File: config.mk
export PLATFORM = sky130hd
export DESIGN_NAME = cpu_boot_loader
export DESIGN_NICKNAME = d
export VERILOG_FILES = /design/src/rtl/cpu_boot_loader.sv
export SDC_FILE = /design/constraint.sdc
export NUM_CORES = 1
export LEC_CHECK = 0
export ABC_CLOCK_PERIOD_IN_PS = 19100
export CORE_UTILIZATION = 54
export CTS_BUF_LIST = sky130_fd_sc_hd__clkbuf_4 sky130_fd_sc_hd__clkbuf_8
export CTS_CLUSTER_DIAMETER = 100
export DETAILED_ROUTE_END_ITERATION = 7
export GPL_TIMING_DRIVEN = 0
export MAX_ROUTING_LAYER = met4
export PLACE_DENSITY = 0.93
export SYNTH_ARGS = -nofsm -noshare
export SYNTH_HDL_FRONTEND = slang
export SYNTH_SLANG_ARGS = --single-unit
export TNS_END_PERCENT = 20
File: constraint.sdc
create_clock -name clk -period 19.1 [get_ports clk]
set_input_delay 2.865 -clock clk [delete_from_list [all_inputs] [get_ports clk]]
set_output_delay 2.865 -clock clk [all_outputs]
set_load 0.02 [all_outputs]
File: src/rtl/cpu_boot_loader.sv
// Boot loader feeding the cpu top level: parses a 64-bit command stream,
// writes payload words into instruction/data memory, then runs the cpu for
// a cycle budget or until a STOP word arrives.
module cpu_boot_loader #(
    parameter int IMEM_ADDR_W = 9,
    parameter int DMEM_ADDR_W = 10,
    parameter int CNT_W       = 32
) (
    input  logic             clk,
    input  logic             arst,
    input  logic             s_valid,
    output logic             s_ready,
    input  logic [63:0]      s_data,
    output logic [63:0]      addr_ext,
    output logic             wen_ext,
    output logic [31:0]      wdata_ext,
    output logic [63:0]      addr_ext_2,
    output logic             wen_ext_2,
    output logic [63:0]      wdata_ext_2,
    output logic             cpu_enable,
    output logic             busy,
    output logic             done,
    output logic             err,
    output logic [CNT_W-1:0] cycle_count
);

    // state     | meaning
    // ST_IDLE   | waiting for a header word
    // ST_LOAD_I | consuming payload words into instruction memory
    // ST_LOAD_D | consuming payload words into data memory
    // ST_RUN    | cpu enabled, counting cycles until budget or STOP
    localparam logic [1:0] ST_IDLE   = 2'd0;
    localparam logic [1:0] ST_LOAD_I = 2'd1;
    localparam logic [1:0] ST_LOAD_D = 2'd2;
    localparam logic [1:0] ST_RUN    = 2'd3;

    localparam logic [1:0] CMD_LOAD_I = 2'b00;
    localparam logic [1:0] CMD_LOAD_D = 2'b01;
    localparam logic [1:0] CMD_RUN    = 2'b10;
    localparam logic [1:0] CMD_STOP   = 2'b11;

    localparam logic [IMEM_ADDR_W-1:0] I_ONE   = 1;
    localparam logic [DMEM_ADDR_W-1:0] D_ONE   = 1;
    localparam logic [CNT_W-1:0]       CNT_ONE = 1;

    logic [1:0]             state;
    logic [IMEM_ADDR_W-1:0] widx_i;
    logic [DMEM_ADDR_W-1:0] widx_d;
    logic [15:0]            remaining;
    logic                   wrapped;
    // Down-counter for the run budget; zero means unlimited, since a
    // limited run exits when it reaches one and never gets to zero.
    logic [CNT_W-1:0]       run_left;
    logic [1:0]             cmd;

    assign cmd     = s_data[63:62];
    assign s_ready = 1'b1;
    assign busy    = (state != ST_IDLE);

    // Command decode, memory write registers and run control.
    always_ff @(posedge clk or posedge arst) begin
        if (arst) begin
            state       <= ST_IDLE;
            widx_i      <= '0;
            widx_d      <= '0;
            remaining   <= '0;
            wrapped     <= 1'b0;
            run_left    <= '0;
            addr_ext    <= '0;
            wen_ext     <= 1'b0;
            wdata_ext   <= '0;
            addr_ext_2  <= '0;
            wen_ext_2   <= 1'b0;
            wdata_ext_2 <= '0;
            cpu_enable  <= 1'b0;
            done        <= 1'b0;
            err         <= 1'b0;
            cycle_count <= '0;
        end else begin
            wen_ext   <= 1'b0;
            wen_ext_2 <= 1'b0;
            case (state)
                ST_IDLE: begin
                    if (s_valid) begin
                        case (cmd)
                            CMD_LOAD_I: begin
                                if (s_data[15:0] != 16'd0) begin
                                    state     <= ST_LOAD_I;
                                    widx_i    <= s_data[32 +: IMEM_ADDR_W];
                                    remaining <= s_data[15:0];
                                    wrapped   <= 1'b0;
                                end
                            end
                            CMD_LOAD_D: begin
                                if (s_data[15:0] != 16'd0) begin
                                    state     <= ST_LOAD_D;
                                    widx_d    <= s_data[32 +: DMEM_ADDR_W];
                                    remaining <= s_data[15:0];
                                    wrapped   <= 1'b0;
                                end
                            end
                            CMD_RUN: begin
                                state       <= ST_RUN;
                                cpu_enable  <= 1'b1;
                                cycle_count <= '0;
                                done        <= 1'b0;
                                run_left    <= s_data[CNT_W-1:0];
                            end
                            default: ;
                        endcase
                    end
                end
                ST_LOAD_I: begin
                    if (s_valid) begin
                        wen_ext   <= 1'b1;
                        addr_ext  <= {{(62-IMEM_ADDR_W){1'b0}}, widx_i, 2'b00};
                        wdata_ext <= s_data[31:0];
                        widx_i    <= widx_i + I_ONE;
                        if (&widx_i) wrapped <= 1'b1;
                        if (wrapped) err <= 1'b1;
                        remaining <= remaining - 16'd1;
                        if (remaining == 16'd1) state <= ST_IDLE;
                    end
                end
                ST_LOAD_D: begin
                    if (s_valid) begin
                        wen_ext_2   <= 1'b1;
                        addr_ext_2  <= {{(61-DMEM_ADDR_W){1'b0}}, widx_d, 3'b000};
                        wdata_ext_2 <= s_data;
                        widx_d      <= widx_d + D_ONE;
                        if (&widx_d) wrapped <= 1'b1;
                        if (wrapped) err <= 1'b1;
                        remaining <= remaining - 16'd1;
                        if (remaining == 16'd1) state <= ST_IDLE;
                    end
                end
                default: begin
                    if (~&cycle_count) cycle_count <= cycle_count + CNT_ONE;
                    if (run_left != '0) run_left <= run_left - CNT_ONE;
                    // Budget expiry and STOP may coincide; both take the same exit.
                    if ((s_valid && cmd == CMD_STOP) || run_left == CNT_ONE) begin
                        state      <= ST_IDLE;
                        cpu_enable <= 1'b0;
                        done       <= 1'b1;
                    end
                    if (s_valid && cmd != CMD_STOP) err <= 1'b1;
                end
            endcase
        end
    end

endmodule

==> summary.md, run 1 <==
| Metric | Value |
|---|---|
| Outcome | finished, final reports clean |
| Cell chosen for the clock root | sky130_fd_sc_hd__clkbuf_8 |
| Util after Layout | about three quarters |
| Total power per unit cell area | approximately 170 nW/um2 |
| Type of the most critical hold path | reg2reg |
| Maxcap violations | 0 |
| Count of unresolved DRC violations after routing | 0 |
| Setup repair after global routing missed its margin | no |
| Antenna diode instance count | 0 |
| Depth of the worst register-to-register path | 8 |
| Switching power summed over all nets | about 1100 uW |
| Number of fill cells in the layout | between 1.5k and 2k |
| GRT Util Overall | 33.6% |
| Clock slew at reported path FFs | approximately 70 ps |
| Quantity of hold-fixing buffers added after cts | 0 |
| P_int | 1490 uW |
| Routed length per placed instance | 19.8 um |
| CTS HTree Levels | 2 |
| Worst voltage drop across the vdd grid | 0.108 mV |
| GRT Residual Overflow | 0 |
| DP Worst Slack | 13250 ps |
| Number of storage elements in the synthesis netlist | between 200 and 250 |
| Wire length of the first global-routing pass | ~57 mm |
| Power share of the combinational group | 49.2% |
| Post-route clock period utilization | 33.9% |
| Vias in the first global route | 10.8k |
| Crit. End Element | output port |
| Worst-path maximum fanout | 10 |
| Core area | 21300 um2 |
| Pleak | approximately 0.0068 uW |
| Post-synth top cells | 222 x sky130_fd_sc_hd__dfrtp_1, 110 x sky130_fd_sc_hd__buf_4, 105 x sky130_fd_sc_hd__mux2_2 |
| Area share of the largest cell type after synthesis | a little under half |
| Count of different cell masters after synthesis | 77 |
| Library cell with the highest instance count after synthesis | sky130_fd_sc_hd__dfrtp_1 |
| Part of the total power dissipated in the clock network | approximately 17% |
| Number of enable-type register cells in the synthesized netlist | 0 |
| Total Power | 2590 uW |
| Number of cells produced by synthesis | 1177 |
| Clock Path Buffers | 3 |
| Grt peak-use layer | met2 |
| Synth warnings | 0 |
| Starting density of the core | 55.9% |
| Tightest Pin Transition | 973 ps |
| Length of the first detailed-routing pass in iterations | 6 |
| Routability congestion estimate from global placement | 0.950 |
| CP startpoint | state[0] |
| Area growth, synth to finish | 31.5% |
| Worst reg-to-reg setup slack | about 16000 ps |
| Portion of total power attributed to sequential cells | roughly a third |
| Fraction of synthesized cell area in xor and xnor cells | 0.0736% |
| Flip-flop cell with the highest count after synthesis | sky130_fd_sc_hd__dfrtp_1 |
| Number of gates resized after cts | 0 |
| Insertion delay to the later sink of the worst-skew pair | 550 ps |
| Post-route clock skew | 16.3 ps |
| Grt met2 use | 52.7% |
| Critical Path AT | 3600 ps |
| Via Count | 11.0k |
| Die area | 22600 um2 |
| Number of DRC markers in iteration 0 | roughly 1.1k |
| Height of the die | approximately 150 um |
| Share of flip-flops with an asynchronous set or reset after synthesis | 100% |
| Final Net Count | 1627 |
| Overall routed net length | 36.6 mm |
| GR Util met3 | 8.33% |
| Port bufs | ~220 |
| Detailed placement HPWL | 25.4 mm |
| Data required time at the worst endpoint | ~16000 ps |
| Synthesized area per cell | 10.1 um2 |
| Simple logic cell fraction of the synthesized area | 16.0% |
| Fraction of the yosys area taken by sequential cells | 46.7% |
| Number of buffers created by CTS | 38 |
| Worst path setup slack after routing | ~13000 ps |
| Std cell rows | 53 |
| Share of total power consumed by net switching | 42.4% |
| Number of nets still failing antenna checks after routing | 0 |
| Post-Synth Adder-Cell Area | roughly 1.7% |
| Setup fix buffers added after clock tree synthesis | 0 |
| Clock tree from TritonCTS | built |
| Die width | 150 um |
| Number of antenna violations at the first check in global routing | 0 |
| Ratio of cells with drive above 1 in the final layout | 19.2% |
| Pin count of the biggest net entering global routing | 132 |
| Highest clock rate | approximately 150 MHz |
| Crit Path Class | reg2out |
| Worst Setup Start Kind | flop |
| Area used by multi-input combinational logic | 5540 um2 |
| Clk sink count | 222 |
| Capturing element of the worst setup path | busy |
| Count of boundary I/O pins | 330 |
| Complex-gate fraction of the synthesized area | between 10% and 20% |
| Relative slew slack | a little over a third |
| Post-DR vias/cell | 5.94 |
| Final sum of negative setup slack | 0 ps |
| Most area-consuming cells after synthesis | sky130_fd_sc_hd__dfrtp_1 47%, sky130_fd_sc_hd__mux2_2 9.9%, sky130_fd_sc_hd__buf_4 6.9%, sky130_fd_sc_hd__nand2_1 2.8%, sky130_fd_sc_hd__a21oi_1 2.1% |
| Critical R2R Capture | cycle_count[12] |
| Met1 Resource Use GR | 41.0% |
| Combinational family with the most area after synthesis | simple AND/OR/NAND/NOR gates |
| Sequential cell area in the final layout | 5560 um2 |
| Final Hold Viols | 0 |
| Final setup fails | 0 |
| Final critical delay including setup and external delays | 6470 ps |
| Origin of the worst min-delay path | wdata_ext[11] |
| Mapped cell area | 11900 um2 |
| Multiplexer area fraction after synthesis | 10.7% |
| Final count of pins violating max slew | 0 |
| Cell type with the largest total area after synthesis | sky130_fd_sc_hd__dfrtp_1 |
| Reg2Reg Launch Point | state[0] |
[layout make-up]
cell class	instances	area share [%]
Sequential cell	222	35.5
Multi-Input combinational cell	855	35.4
Timing Repair Buffer	219	14.1
Buffer	176	6.95
Clock buffer	57	4.50
Tap cell	275	2.20
Inverter	32	0.816
Clock inverter	8	0.464
[placed cells by master, fill, tap and decap left out, types with 8 or more instances in the layout]
| cell type | n |
|---|---|
| sky130_fd_sc_hd__nand3_1 | 43 |
| sky130_fd_sc_hd__ha_1 | 16 |
| sky130_fd_sc_hd__nor2_1 | 50 |
| sky130_fd_sc_hd__nor4_1 | 16 |
| sky130_fd_sc_hd__inv_1 | 30 |
| sky130_fd_sc_hd__a21oi_1 | 51 |
| sky130_fd_sc_hd__mux2_2 | 105 |
| sky130_fd_sc_hd__or3_1 | 14 |
| sky130_fd_sc_hd__o21ai_0 | 42 |
| sky130_fd_sc_hd__and4_1 | 10 |
| sky130_fd_sc_hd__conb_1 | 110 |
| sky130_fd_sc_hd__dfrtp_1 | 222 |
| sky130_fd_sc_hd__nand4_1 | 34 |
| sky130_fd_sc_hd__or4_1 | 18 |
| sky130_fd_sc_hd__clkdlybuf4s50_1 | 218 |
| sky130_fd_sc_hd__o211ai_1 | 9 |
| sky130_fd_sc_hd__and3_1 | 19 |
| sky130_fd_sc_hd__a31oi_1 | 9 |
| sky130_fd_sc_hd__a221o_1 | 8 |
| sky130_fd_sc_hd__clkbuf_4 | 13 |
| sky130_fd_sc_hd__o21ai_1 | 27 |
| sky130_fd_sc_hd__clkbuf_8 | 44 |
| sky130_fd_sc_hd__nand2_1 | 89 |
| sky130_fd_sc_hd__o22ai_1 | 14 |
| sky130_fd_sc_hd__nor3_1 | 28 |
| sky130_fd_sc_hd__mux2i_1 | 9 |
| sky130_fd_sc_hd__o31ai_1 | 21 |
| sky130_fd_sc_hd__buf_4 | 110 |
| sky130_fd_sc_hd__clkbuf_1 | 55 |
[per-stage QoR]
step | instances | hold slack (ps) | cell area, um2
5_1_grt | 1844 | 499 | 15600
3_3_place_gp | 1778 | 450 | 14800
6_report | 1844 | 481 | 15600
4_1_cts | 1844 | 474 | 15600
2_1_floorplan | 1285 | 474 | 12300
3_5_place_dp | 1779 | 458 | 14900
[state kept, by name, indices dropped and copies added, names as in the netlist]
signal and cells:
wrapped 1, remaining 16, state 2, addr_ext_2 10, run_left 32, widx_i 9, cpu_enable 1, cycle_count 32
err 1, wdata_ext_2 64, addr_ext 9, wen_ext 1, widx_d 10, wdata_ext 32, wen_ext_2 1, done 1
[critical path: stages (launching register included)]
cell	delay (ps)
sky130_fd_sc_hd__dfrtp_1	400
sky130_fd_sc_hd__inv_1	90
sky130_fd_sc_hd__ha_1	290
sky130_fd_sc_hd__clkbuf_1	250
sky130_fd_sc_hd__inv_1	140
sky130_fd_sc_hd__clkbuf_1	540
sky130_fd_sc_hd__clkbuf_1	600
sky130_fd_sc_hd__clkdlybuf4s50_1	740
[per-layer routing]
metal	vias up	share of wire (%)
met4	0	3.6
li1	4872	-
met5	-	0
met2	704	48
met1	5246	38
met3	132	11
[power groups by stage]
stage	logic, uW	clock network, uW	registers, uW
after floorplan	580	0	996
after global placement	1210	0	847
after detailed placement	1250	0	862
after CTS	1260	450	862
after global routing	1350	471	892
final	1270	445	869
[kinds of logic (layout without fill, tap and decap cells)]
family | Yosys count | after routing
flip-flops | 222 | 222
AO/OA/AOI/OAI | 259 | 259
XOR/XNOR | 1 | 1
other | 2 | 110
buffers and inverters | 208 | 492
AND/OR/NAND/NOR | 355 | 355
adder cells (fa/ha/maj) | 16 | 16
multiplexers | 114 | 114
[worst min-delay path by stage]
stage	to	slack (ps)	cells after the start
2_1_floorplan	widx_i[8]	470	2
3_3_place_gp	err	450	1
3_5_place_dp	err	460	1
4_1_cts	err	470	1
5_1_grt	err	500	1
6_report	wdata_ext[11]	480	2
(Power assumes the default switching activity.)
==> inputs of run 2 (changes only) <==
--- a/config.mk
+++ b/config.mk
@@ -5,14 +5,14 @@
 export SDC_FILE = /design/constraint.sdc
 export NUM_CORES = 1
 export LEC_CHECK = 0
-export ABC_CLOCK_PERIOD_IN_PS = 19100
-export CORE_UTILIZATION = 54
+export ABC_CLOCK_PERIOD_IN_PS = 5350
+export CORE_UTILIZATION = 45
 export CTS_BUF_LIST = sky130_fd_sc_hd__clkbuf_4 sky130_fd_sc_hd__clkbuf_8
 export CTS_CLUSTER_DIAMETER = 100
 export DETAILED_ROUTE_END_ITERATION = 7
 export GPL_TIMING_DRIVEN = 0
 export MAX_ROUTING_LAYER = met4
-export PLACE_DENSITY = 0.93
+export PLACE_DENSITY = 0.83
 export SYNTH_ARGS = -nofsm -noshare
 export SYNTH_HDL_FRONTEND = slang
 export SYNTH_SLANG_ARGS = --single-unit
==> constraint.sdc (replaced) <==
create_clock -name clk -period 5.35 [get_ports clk]
set_input_delay 0.8025 -clock clk [delete_from_list [all_inputs] [get_ports clk]]
set_output_delay 0.8025 -clock clk [all_outputs]
set_load 0.02 [all_outputs]
==> summary.md, run 2 (synthesized netlist as in run 1, its figures left out) <==
| Metric | Value |
|---|---|
| Height of the die | 165 um (+9.4%) |
| Worst Setup Start Kind | flop |
| Final Hold Viols | 0 (unchanged) |
| Pin count of the biggest net entering global routing | 41 (-69%) |
| Final setup fails | 0 (unchanged) |
| CP bufs+invs | 6 (unchanged) |
| Tightest Pin Transition | 1060 ps (+89.9 ps) |
| Most common cell after layout, fill and taps aside | sky130_fd_sc_hd__dfrtp_1 |
| Antenna diode instance count | 0 (unchanged) |
| Routed length per placed instance | 19.3 um (-2.6%) |
| Most used cells in the layout excluding fill and tap cells | 222 x sky130_fd_sc_hd__dfrtp_1, 218 x sky130_fd_sc_hd__clkdlybuf4s50_1, 110 x sky130_fd_sc_hd__buf_4, 110 x sky130_fd_sc_hd__conb_1, 105 x sky130_fd_sc_hd__mux2_2 |
| Number of gates resized after cts | 0 (unchanged) |
| Port bufs | 218 (unchanged) |
| Cell with the largest stage delay on the worst path | sky130_fd_sc_hd__clkdlybuf4s50_1 |
| CTS HTree Levels | 2 (unchanged) |
| GRT Residual Overflow | 0 (unchanged) |
| Clk sink count | 222 (unchanged) |
| Area growth, synth to finish | 33.3% |
| Largest register FFs | 64 (unchanged) |
| Post-route clock period utilization | approximately 80% |
| Std cell rows | 59 (+11%) |
| Length of the first detailed-routing pass in iterations | 8 (+2) |
| Worst voltage drop across the vdd grid | 0.381 mV (+250%) |
| Insertion delay to the later sink of the worst-skew pair | 560 ps (about the same) |
| Data required time at the worst endpoint | 4550 ps (-11680 ps) |
| Total Power | 9330 uW (+260%) |
| Cell chosen for the clock root | sky130_fd_sc_hd__clkbuf_8 |
| Share of total power consumed by net switching | 42.4% (about the same) |
| Clock Path Buffers | 3 (unchanged) |
| Type of the most critical hold path | reg2reg |
| Top reg by flops | wdata_ext_2 |
| Crit Path Class | reg2out |
| Count of boundary I/O pins | 330 (unchanged) |
| Portion of total power attributed to sequential cells | 33.2% (-0.4 points) |
| Setup repair after global routing missed its margin | no |
| CP delay by family, top | buffers and inverters |
| Number of antenna violations at the first check in global routing | 0 (unchanged) |
| Wire length of the first global-routing pass | 56.5 mm (-0.41%) |
| Die width | 165 um (+9.4%) |
| Crit path cell chain | inv_1 > ha_1 > clkbuf_1 > inv_1 > clkbuf_1 > clkbuf_1 > clkdlybuf4s50_1 |
| Critical path's largest stage delay | 740 ps (about the same) |
| Final cell count without fillers | 1912 (+3.7%) |
| Relative slew slack | 29.1% (-6.0 points) |
| Critical Path AT | 3610 ps (about the same) |
| Worst-path maximum fanout | 10 (unchanged) |
| Vias in the first global route | 10.5k (-3.0%) |
| Routability congestion estimate from global placement | 0.944 (-0.62%) |
| Crit. End Element | output port |
| Part of the total power dissipated in the clock network | 18.1% (+0.9 points) |
| Pleak | 0.00685 uW (+0.92%) |
| Clock slew at reported path FFs | 60 ps (about the same) |
| Die area | 27100 um2 (+20%) |
| Number of nets still failing antenna checks after routing | 0 (unchanged) |
| P_int | 5370 uW (+260%) |
| Detailed placement HPWL | 26.4 mm (+4.1%) |
| Final critical delay including setup and external delays | 4410 ps |
| Starting density of the core | 45.8% (-10 points) |
| Number of DRC markers in iteration 0 | 1215 (+16%) |
| Post-Place Cells | 1844 (+3.7%) |
| Count of unresolved DRC violations after routing | 0 (unchanged) |
| Power share of the combinational group | 48.7% (-0.5 points) |
| GRT Util Overall | 27.8% (-5.7 points) |
| Quantity of hold-fixing buffers added after cts | 0 (unchanged) |
| Cell mode on critical path | sky130_fd_sc_hd__clkbuf_1 |
| Via Count | 11.0k (+0.57%) |
| Switching power summed over all nets | 3960 uW (+260%) |
| Overall routed net length | 37.0 mm (+1.0%) |
| Clock tree from TritonCTS | built |
| Final count of pins violating max slew | 0 (unchanged) |
| Final Net Count | 1633 (+0.37%) |
| Highest clock rate | 227 MHz |
| Ratio of cells with drive above 1 in the final layout | 19.7% (+0.41 points) |
| Post-DR vias/cell | 5.76 (-3.0%) |
| Outcome | finished, final reports clean |
| Setup fix buffers added after clock tree synthesis | 0 (unchanged) |
| Post-route clock skew | 24.6 ps (+8.26 ps) |
| Maxcap violations | 0 (unchanged) |
| Core area | 26000 um2 (+22%) |
| Total power per unit cell area | 588 nW/um2 (+260%) |
| Number of buffers created by CTS | 39 (+2.6%) |
==> run 2: stage by stage <==
step	instance area (um2)	utilization [%]	hold WS, ps	TNS [ps]	setup slack, ps
finish	15900	61.0	491	0	940
global route	15900	61.0	514	0	859
CTS	15900	61.0	491	0	994
detailed placement	15000	57.8	476	0	1510
global placement	14900	57.4	462	-25860	-149
floorplan	12300	-	474	0	1650
==> run 2: final timing paths <==
path	from	slack, ps	cells after the start	end
worst max-delay path	state[0]	940	7	busy
worst max register to register	state[0]	2090	8	cycle_count[18]
worst min-delay path	wdata_ext_2[63]	490	2	wdata_ext_2[63]
worst min register to register	wdata_ext_2[63]	490	2	wdata_ext_2[63]
min in group asynchronous	arst	740	2	cycle_count[2]
max in group asynchronous	arst	3160	6	wdata_ext_2[59]
==> run 2: worst min-delay path, cell delays in order, from the launching register on <==
cell                      delay (ps)
sky130_fd_sc_hd__dfrtp_1         350
sky130_fd_sc_hd__nand2_1          50
sky130_fd_sc_hd__o21ai_0          60
==> run 2: power by group through the flow <==
stage	logic, uW	clock network (uW)	registers (uW)
detailed placement	4470	0	3080
global placement	4340	0	3040
CTS	4500	1710	3070
finish	4550	1690	3090
floorplan	2070	0	3560
global route	4840	1780	3180
==> run 2: cell type report <==
| cell class | count | area [um2] |
|---|---|---|
| Fill cell | 2151 | 10100 |
| Sequential cell | 222 | 5560 |
| Multi-Input combinational cell | 855 | 5540 |
| Timing Repair Buffer | 224 | 2310 |
| Buffer | 176 | 1090 |
| Clock buffer | 59 | 749 |
| Tap cell | 335 | 419 |
| Inverter | 32 | 124 |
| Clock inverter | 9 | 76.3 |
==> run 2: routing by layer <==
| metal | wire length (um) | track usage (%) |
|---|---|---|
| met2 | 16700 | 42.8 |
| met1 | 14400 | 34.9 |
| met5 | 0 | - |
| met3 | 4360 | 7.28 |
| met4 | 1520 | 11.1 |
==> inputs of run 3 (changes only) <==
--- a/config.mk
+++ b/config.mk
@@ -5,14 +5,14 @@
 export SDC_FILE = /design/constraint.sdc
 export NUM_CORES = 1
 export LEC_CHECK = 0
-export ABC_CLOCK_PERIOD_IN_PS = 5350
-export CORE_UTILIZATION = 45
+export ABC_CLOCK_PERIOD_IN_PS = 4100
+export CORE_UTILIZATION = 50
 export CTS_BUF_LIST = sky130_fd_sc_hd__clkbuf_4 sky130_fd_sc_hd__clkbuf_8
 export CTS_CLUSTER_DIAMETER = 100
 export DETAILED_ROUTE_END_ITERATION = 7
 export GPL_TIMING_DRIVEN = 0
 export MAX_ROUTING_LAYER = met4
-export PLACE_DENSITY = 0.83
+export PLACE_DENSITY = 0.87
 export SYNTH_ARGS = -nofsm -noshare
 export SYNTH_HDL_FRONTEND = slang
 export SYNTH_SLANG_ARGS = --single-unit
==> constraint.sdc (replaced) <==
create_clock -name clk -period 4.1 [get_ports clk]
set_input_delay 0.615 -clock clk [delete_from_list [all_inputs] [get_ports clk]]
set_output_delay 0.615 -clock clk [all_outputs]
set_load 0.02 [all_outputs]
==> summary.md, run 3 (synthesized netlist as in run 1, its figures left out) <==
| Metric | Value |
|---|---|
| Outcome | finished, final reports clean |
| Routability congestion estimate from global placement | 0.941 (-0.34%) |
| Critical Path AT | 3140 ps (-470 ps) |
| Crit path cell chain | inv_1 > ha_1 > clkbuf_1 > inv_1 > clkbuf_2 > clkdlybuf4s50_1 |
| Port bufs | 218 (unchanged) |
| Critical R2R Capture | cycle_count[14] |
| Post-DR vias/cell | 5.78 (+0.25%) |
| GRT Residual Overflow | 0 (unchanged) |
| Final setup fails | 0 (unchanged) |
| Antenna diode instance count | 0 (unchanged) |
| Highest clock rate | 267 MHz |
| Most common cell after layout, fill and taps aside | sky130_fd_sc_hd__dfrtp_1 |
| Worst Setup Start Kind | flop |
| Ratio of cells with drive above 1 in the final layout | 19.8% (+0.13 points) |
| Pleak | 0.00686 uW (+0.19%) |
| Maxcap violations | 0 (unchanged) |
| Crit Path Class | reg2out |
| Worst-path maximum fanout | 12 (+2) |
| Length of the first detailed-routing pass in iterations | 7 (-1) |
| Clock tree from TritonCTS | built |
| Total power per unit cell area | 766 nW/um2 (+30%) |
| DP Worst Slack | 501 ps (-1010 ps) |
| Die area | 24400 um2 (-9.9%) |
| Setup repair after global routing missed its margin | no |
| Final critical delay including setup and external delays | 3750 ps |
| Wire length of the first global-routing pass | 56.2 mm (-0.60%) |
| Area growth, synth to finish | 33.4% (about the same) |
| Relative slew slack | 40.5% (+11 points) |
| Number of nets still failing antenna checks after routing | 0 (unchanged) |
| Most used cells in the layout excluding fill and tap cells | 222 x sky130_fd_sc_hd__dfrtp_1, 218 x sky130_fd_sc_hd__clkdlybuf4s50_1, 110 x sky130_fd_sc_hd__buf_4, 110 x sky130_fd_sc_hd__conb_1, 105 x sky130_fd_sc_hd__mux2_2 |
| GRT Util Overall | 30.4% (+2.6 points) |
| Reg2Reg Launch Point | state[1] |
| Cell mode on critical path | sky130_fd_sc_hd__inv_1 |
| Depth of the worst register-to-register path | 8 (unchanged) |
| Std cell rows | 56 (-5.1%) |
| Critical path's largest stage delay | 680 ps (-60 ps) |
| Starting density of the core | 50.8% (+5.1 points) |
| Largest register FFs | 64 (unchanged) |
| CTS HTree Levels | 2 (unchanged) |
| Count of boundary I/O pins | 330 (unchanged) |
| Worst path setup slack after routing | 349 ps (-591 ps) |
| Final Hold Viols | 0 (unchanged) |
| Cell chosen for the clock root | sky130_fd_sc_hd__clkbuf_8 |
| Height of the die | 156 um (-5.1%) |
| Number of DRC markers in iteration 0 | 1076 (-11%) |
| Worst voltage drop across the vdd grid | 0.590 mV (+55%) |
| Crit. End Element | output port |
| Count of unresolved DRC violations after routing | 0 (unchanged) |
| Routed length per placed instance | 19.1 um (-1.4%) |
| Top reg by flops | wdata_ext_2 |
| Overall routed net length | 36.1 mm (-2.2%) |
| Clock slew at reported path FFs | 60 ps (about the same) |
| Number of fill cells in the layout | 1828 (-15%) |
| Final count of pins violating max slew | 0 (unchanged) |
| Die width | 156 um (-5.1%) |
| Worst reg-to-reg setup slack | 840 ps (-1250 ps) |
| Util after Layout | 67.8% (+6.8 points) |
| Number of antenna violations at the first check in global routing | 0 (unchanged) |
| Data required time at the worst endpoint | 3480 ps (-1070 ps) |
| Vias in the first global route | 10.3k (-1.9%) |
| Tightest Pin Transition | 893 ps (-170 ps) |
| Post-route clock skew | 29.8 ps (+5.27 ps) |
| Final Net Count | 1633 (unchanged) |
| Core area | 23400 um2 (-9.9%) |
| Detailed placement HPWL | 25.8 mm (-2.3%) |
| Pin count of the biggest net entering global routing | 41 (unchanged) |
| Clk sink count | 222 (unchanged) |
| Insertion delay to the later sink of the worst-skew pair | 550 ps (about the same) |
| Number of buffers created by CTS | 39 (unchanged) |
| Cell with the largest stage delay on the worst path | sky130_fd_sc_hd__clkdlybuf4s50_1 |
| Clock Path Buffers | 3 (unchanged) |
| Post-route clock period utilization | 91.5% |
| Quantity of hold-fixing buffers added after cts | 0 (unchanged) |
| Via Count | 11.0k (-0.59%) |
| Type of the most critical hold path | in2async |
run 3: changes by cell type in the layout (fill, tap and decap cells not counted):
cell and change:
sky130_fd_sc_hd__clkinv_2 -4, sky130_fd_sc_hd__buf_16 -1, sky130_fd_sc_hd__clkbuf_4 +3, sky130_fd_sc_hd__clkbuf_8 +1, sky130_fd_sc_hd__clkbuf_2 +1, sky130_fd_sc_hd__clkbuf_1 -2, sky130_fd_sc_hd__buf_12 +2
run 3: layer usage:
| layer | vias to the layer above | share of wire [%] | GRT usage, % |
|---|---|---|---|
| li1 | 4873 | - | - |
| met1 | 5272 | 40 | 39.6 |
| met3 | 107 | 11 | 6.23 |
| met2 | 699 | 46 | 46.7 |
| met5 | - | 0 | - |
| met4 | 0 | 3.4 | 11.7 |
run 3: report_power, final:
part | internal, uW | leakage (uW) | switching, uW
Combinational | 2590 | 0.00375 | 3320
Sequential | 3180 | 0.00267 | 843
Clock | 1270 | 0.000446 | 927
run 3: worst max-delay path by stage:
stage,from,endpoint,slack (ps),cells past startpoint
5_1_grt,state[1],busy,240,6
3_5_place_dp,s_data[62],run_left[5],500,10
2_1_floorplan,arst,addr_ext[10],590,1
3_3_place_gp,arst,wdata_ext_2[47],-1160,2
4_1_cts,state[1],busy,170,7
6_report,state[0],busy,350,6
run 3: worst max-delay path: cells and delay by family, from the launching register on:
| family | cells | cell delay [ps] |
|---|---|---|
| buffers and inverters | 5 | 1900 |
| DFF | 1 | 400 |
| adders and majority gates | 1 | 280 |
run 3: cell type report:
cell class                      count  area [um2]  area share [%]
Tap cell                          319         399            2.52
Multi-Input combinational cell    855        5540            34.9
Sequential cell                   222        5560            35.0
Timing Repair Buffer              225        2320            14.6
Inverter                           32         124           0.781
Buffer                            175        1080            6.84
Clock buffer                       63         786            4.95
Clock inverter                      5        56.3           0.355
run 3: stage by stage:
step / setup TNS (ps) / power (uW) / std cells / hold WS, ps / instance area, um2
2_1_floorplan: 0 / 7340 / 1285 / 474 / 12300
3_5_place_dp: 0 / 9840 / 1829 / 462 / 15000
6_report: 0 / 12100 / 1896 / 355 / 15900
5_1_grt: 0 / 12800 / 1896 / 380 / 15900
3_3_place_gp: -251920 / 9620 / 1822 / 451 / 14900
4_1_cts: 0 / 12100 / 1897 / 355 / 15900
run 3: timing repair:
item / CTS / global route
resized for setup: 1 / 0
endpoints found under the setup margin: 1 / 1
setup buffers: 0 / 0
